`config.mk`:
```
export PLATFORM = sky130hd
export DESIGN_NAME = exec_datapath
export DESIGN_NICKNAME = d
export VERILOG_FILES = /design/src/rtl/exec_datapath.sv
export SDC_FILE = /design/constraint.sdc
export NUM_CORES = 2
export LEC_CHECK = 0
export CAP_MARGIN = 0
export CORE_MARGIN = 5
export CORE_UTILIZATION = 30
export CTS_CLUSTER_SIZE = 10
export DETAILED_ROUTE_END_ITERATION = 8
export GPL_TIMING_DRIVEN = 0
export PLACE_DENSITY = 0.52
export SYNTH_ARGS = -nofsm -noshare
export SYNTH_HDL_FRONTEND = slang
export SYNTH_SLANG_ARGS = --single-unit
```
`constraint.sdc`:
```
create_clock -name clk -period 6.12 [get_ports clk]
set_clock_uncertainty 0.15 [all_clocks]
set_input_delay 0.918 -clock clk [delete_from_list [all_inputs] [get_ports clk]]
set_output_delay 0.918 -clock clk [all_outputs]
set_load 0.05 [all_outputs]
```
`src/rtl/exec_datapath.sv`:
```
// exec_datapath: register file, add/sub ALU and forwarding writeback register for the reduced RISC-V core.
// Optional EXEC_RETIRE_COUNT_EN adds a 32-bit retire_count output counting committed writes.
module exec_datapath #(
   parameter int DATA_WIDTH     = 32,
   parameter int REG_ADDR_WIDTH = 5,
   parameter int A0_INDEX       = 10
) (
   input  logic                  clk,
   input  logic                  rst,
   input  logic                  en,
   input  logic [31:0]           instr,
   input  logic [DATA_WIDTH-1:0] ImmOp,
   input  logic                  RegWrite,
   input  logic                  ALUctrl,
   input  logic                  ALUsrc,
   output logic                  EQ,
   output logic [DATA_WIDTH-1:0] a0
`ifdef EXEC_RETIRE_COUNT_EN
   ,
   output logic [31:0]           retire_count
`endif
);
   localparam int NREG = 2**REG_ADDR_WIDTH;
   localparam logic [REG_ADDR_WIDTH-1:0] A0 = REG_ADDR_WIDTH'(A0_INDEX);

   logic [DATA_WIDTH-1:0]     r_rf [NREG];
   logic                      r_wb_valid;
   logic [REG_ADDR_WIDTH-1:0] r_wb_rd;
   logic [DATA_WIDTH-1:0]     r_wb_data;
   logic [DATA_WIDTH-1:0]     r_a0;

   logic [REG_ADDR_WIDTH-1:0] w_rd, w_rs1, w_rs2;
   logic [DATA_WIDTH-1:0]     w_rs1_val, w_rs2_val, w_op_a, w_op_b, w_alu;
   logic                      w_commit, w_capture;
   logic                      w_unused;

   assign w_rd     = instr[7 +: REG_ADDR_WIDTH];
   assign w_rs1    = instr[15 +: REG_ADDR_WIDTH];
   assign w_rs2    = instr[20 +: REG_ADDR_WIDTH];
   assign w_unused = ^{instr[31:25], instr[14:12], instr[6:0]};

   // x0 reads as zero; a pending wb entry forwards ahead of the regfile
   assign w_rs1_val = (w_rs1 == '0) ? '0 : (r_wb_valid && r_wb_rd == w_rs1) ? r_wb_data : r_rf[w_rs1];
   assign w_rs2_val = (w_rs2 == '0) ? '0 : (r_wb_valid && r_wb_rd == w_rs2) ? r_wb_data : r_rf[w_rs2];

   assign w_op_a    = w_rs1_val;
   assign w_op_b    = ALUsrc ? ImmOp : w_rs2_val;
   assign w_alu     = ALUctrl ? w_op_a - w_op_b : w_op_a + w_op_b;
   assign EQ        = w_op_a == w_op_b;
   assign w_commit  = r_wb_valid && r_wb_rd != '0;
   assign w_capture = en && RegWrite && w_rd != '0;
   assign a0        = r_a0;

   always_ff @(posedge clk or negedge rst) begin
      if (!rst) begin
         for (int i = 0; i < NREG; i++) r_rf[i] <= '0;
         r_wb_valid <= 1'b0;
         r_wb_rd    <= '0;
         r_wb_data  <= '0;
         r_a0       <= '0;
      end else begin
         if (w_commit) r_rf[r_wb_rd] <= r_wb_data;
         if (w_commit && r_wb_rd == A0) r_a0 <= r_wb_data;
         r_wb_valid <= w_capture;
         if (w_capture) begin
            r_wb_rd   <= w_rd;
            r_wb_data <= w_alu;
         end
      end
   end

`ifdef EXEC_RETIRE_COUNT_EN
   logic [31:0] r_retire;
   always_ff @(posedge clk or negedge rst) begin
      if (!rst) r_retire <= '0;
      else if (w_commit) r_retire <= r_retire + 32'd1;
   end
   assign retire_count = r_retire;
`endif
endmodule

```
==> flow_metrics.env <==
export IMPL_outcome="complete, but fails checks"
export IMPL_violations="setup timing"
export IMPL_fin_nets=5060
export IMPL_final_setup_tns_ns=-0.214
export IMPL_gp_congestion=1.05
export IMPL_root_buffer="clkbuf_16"
export IMPL_num_rows=165
export IMPL_min_path_type="flop to flop"
export IMPL_drv_slew=0
export IMPL_crit_fanout=10
export IMPL_period_needed_ns=6.29
export IMPL_drv_cap=0
export IMPL_max_freq_ghz=0.159
export IMPL_final_cell_mix="dfrtp_1 (1094), mux2_2 (1021), mux4_2 (467), nand2_1 (274), clkbuf_1 (244)"
export IMPL_cts_htree_levels=4
export IMPL_power_density_nw_per_um2=379
export IMPL_ios=103
export IMPL_synth_net_count=4672
export IMPL_tritoncts="built"
export IMPL_dieArea_um2=213000
export IMPL_coreArea_um2=203000
export IMPL_fill_cells=19400
export IMPL_routed_wl_mm=291
export IMPL_fin_area_um2=74400
export IMPL_slowest_stage="a211oi_2"
export IMPL_ant_nets=0
export IMPL_ys_warn_count=0
export IMPL_final_hold_viol_count=0
export IMPL_yosysSeqAreaShare_pct=44.7
export IMPL_cts_max_path_buffers=3
export IMPL_grt_pass1_wl_mm=390
export IMPL_clock_sinks=1094
export IMPL_yosysUniqueCellTypes=92
export IMPL_initialDrtViolationCount=5478
export IMPL_grt_antenna_before_repair=31
export IMPL_layout_commonest_cell="dfrtp_1"
export IMPL_fin_ws_ns=-0.171
export IMPL_numPortBuffers=77
export IMPL_netlist_instances=4538
export IMPL_die_x_um=462
export IMPL_finalSetupViolations=2
export IMPL_tightest_slew_ns=1.42
export IMPL_die_h_um=462
export IMPL_num_vias=46100
export IMPL_dpl_hpwl_mm=211
export IMPL_max_slew_margin_pct=5.02
export IMPL_crit_path_end_kind="primary output"
export IMPL_crit_path_max_incr_delay_ns=0.65
export IMPL_min_period_over_period_pct=103
export IMPL_leakagePower_nw=32.9
export IMPL_synth_edf_count=0
export IMPL_placed_cell_area_um2=65700
export IMPL_worstPathArrival_ns=5.22
export IMPL_ir_drop_mv=0.318
export IMPL_drive_gt1_share_pct=45.3
export IMPL_synthArstFlopShare_pct=100
export IMPL_cp_required_ns=5.05
export IMPL_grt_usage_pct=26.8
export IMPL_area_growth_pct=21.6
export IMPL_overflow=0
export IMPL_avgSynthCellArea_um2=13.5
export IMPL_synth_ff_type="dfrtp_1"
export IMPL_grt_pass1_vias=46100
export IMPL_ys_seq_elements=1094
export IMPL_wl_per_cell_um=38.0
export IMPL_drc=0
export IMPL_path_class="primary input to primary output"
export IMPL_cts_buffers=135
export IMPL_grt_max_degree=165
export IMPL_rsz0062_at_grt="yes"
export IMPL_insertion_delay_ns=0.81
export IMPL_startpoint_type="primary input"
export IMPL_crit_chain="clkbuf_2 > clkbuf_4 > clkbuf_4 > a211oi_2 > a211oi_2 > a21oi_2 > o21ai_1 > ha_4 > or3_4 > nor4_4 > nand3b_1 > nor3_4 > buf_6"
export IMPL_initial_core_util_pct=30.2
export IMPL_dr_pass1_iters=6
export IMPL_clk_pin_slew_ns=0.05
export IMPL_vias_per_cell=6.02
export IMPL_postLayoutCoreUtil_pct=36.8
export IMPL_synth_area_um2=61200
-- critical path, delay by kind of cell --
kind            cells  cell delay, ns
buf+inv             4            1.72
compound gates      4            1.26
simple gates        4            1.01
fa+ha+maj           1            0.28
-- Yosys cell counts, types with 6 or more instances --
master	n	share of area, %
a22o_1	15	0.21
o31ai_1	14	0.17
buf_1	63	0.39
dfrtp_1	1094	45
xor2_1	18	0.26
o211ai_1	33	0.40
nor2b_1	27	0.28
inv_2	17	0.10
mux2i_1	189	3.1
o21ai_0	39	0.32
nand3_1	19	0.16
a221o_1	7	0.11
clkbuf_1	298	1.8
o21ai_1	35	0.29
o21bai_1	11	0.13
inv_1	42	0.26
mux2_2	1022	19
o22ai_1	58	0.59
and3_1	7	0.072
nand3b_1	6	0.074
a221oi_1	33	0.47
nor4_1	11	0.11
a211o_1	13	0.19
buf_4	47	0.58
nand2_1	275	1.7
or3_1	7	0.072
mux4_2	467	17
nor3_1	23	0.19
buf_2	62	0.51
a21o_1	14	0.17
ha_1	62	1.3
buf_6	8	0.15
nor2_1	127	0.78
or4_1	9	0.11
a211oi_1	68	0.83
nand2b_1	29	0.30
o221ai_1	31	0.44
xnor2_1	14	0.20
a21oi_1	131	1.1
-- stage by stage --
stage | hold WS [ns] | cells | setup slack, ns | power, mW
global placement | 0.306 | 7287 | -47.80 | 19.5
detailed placement | 0.317 | 7299 | -3.84 | 19.6
CTS | 0.331 | 7618 | -0.0241 | 27.7
floorplan | 0.291 | 4538 | 0.181 | 15.7
global route | 0.351 | 7663 | -0.101 | 29.0
finish | 0.325 | 7670 | -0.171 | 28.2
-- repair_timing --
item,4_1_cts,5_1_grt
endpoints found under the setup margin,32,7
pin swaps,31,39
hold buffers,1,0
buffers inserted,118,47
endpoints found under the hold margin,22,0
gates resized for setup,686,111
cloned,4,1
-- flip-flops by register name, summed over array words and instances, names as in the netlist --
| name | count |
|---|---|
| r_wb_rd | 5 |
| r_wb_data | 32 |
| r_wb_valid | 1 |
| a0 | 32 |
| r_rf | 1024 |
-- path summary, 6_finish.rpt --
kind	startpoint	endpoint	slack (ns)	depth (start not counted)
worst max-delay path	instr[24]	EQ	-0.17	13
worst min-delay path	a0[30]	a0[30]	0.33	2
worst max register to register	r_wb_rd[0]	r_wb_data[20]	0.12	22
worst min register to register	a0[30]	a0[30]	0.33	2
max in group asynchronous	rst	a0[24]	2.64	6
min in group asynchronous	rst	r_rf[243]	0.47	2
-- area by class of cell --
cell class,instances,area [um^2],area share (%)
inverters,61,243,0.326
plain buffers,473,4110,5.52
clock inverters,15,160,0.215
repair buffers,258,2730,3.67
well taps,2672,3340,4.49
diodes,7,17.5,0.0235
flip-flops and latches,1094,27400,36.8
clock buffers,187,3850,5.17
multi-input cells,2903,32600,43.8
-- report_power, final --
group	internal (mW)	total, mW	switching [mW]
Sequential	9.12	11.1	1.94
Combinational	4.21	9.51	5.31
Clock	4.38	7.65	3.27
-- layer usage --
layer	up-vias	track usage (%)	wire length (um)
li1	18000	-	-
met1	24700	32.7	110000
met2	2712	38.6	123000
met3	792	11.6	34700
met4	12	17.5	22900
met5	-	0	244
-- logic make-up (layout without fill, tap and decap cells) --
group | Yosys count | after routing | synth area share [%]
compound gates | 560 | 560 | 6.35
xor+xnor | 32 | 32 | 0.458
fa+ha+maj | 64 | 64 | 1.33
buf+inv | 541 | 994 | 3.87
flops | 1094 | 1094 | 44.7
mux | 1678 | 1678 | 39.1
other cells | 0 | 7 | 0
simple gates | 569 | 569 | 4.18
(Power assumes the default switching activity.)
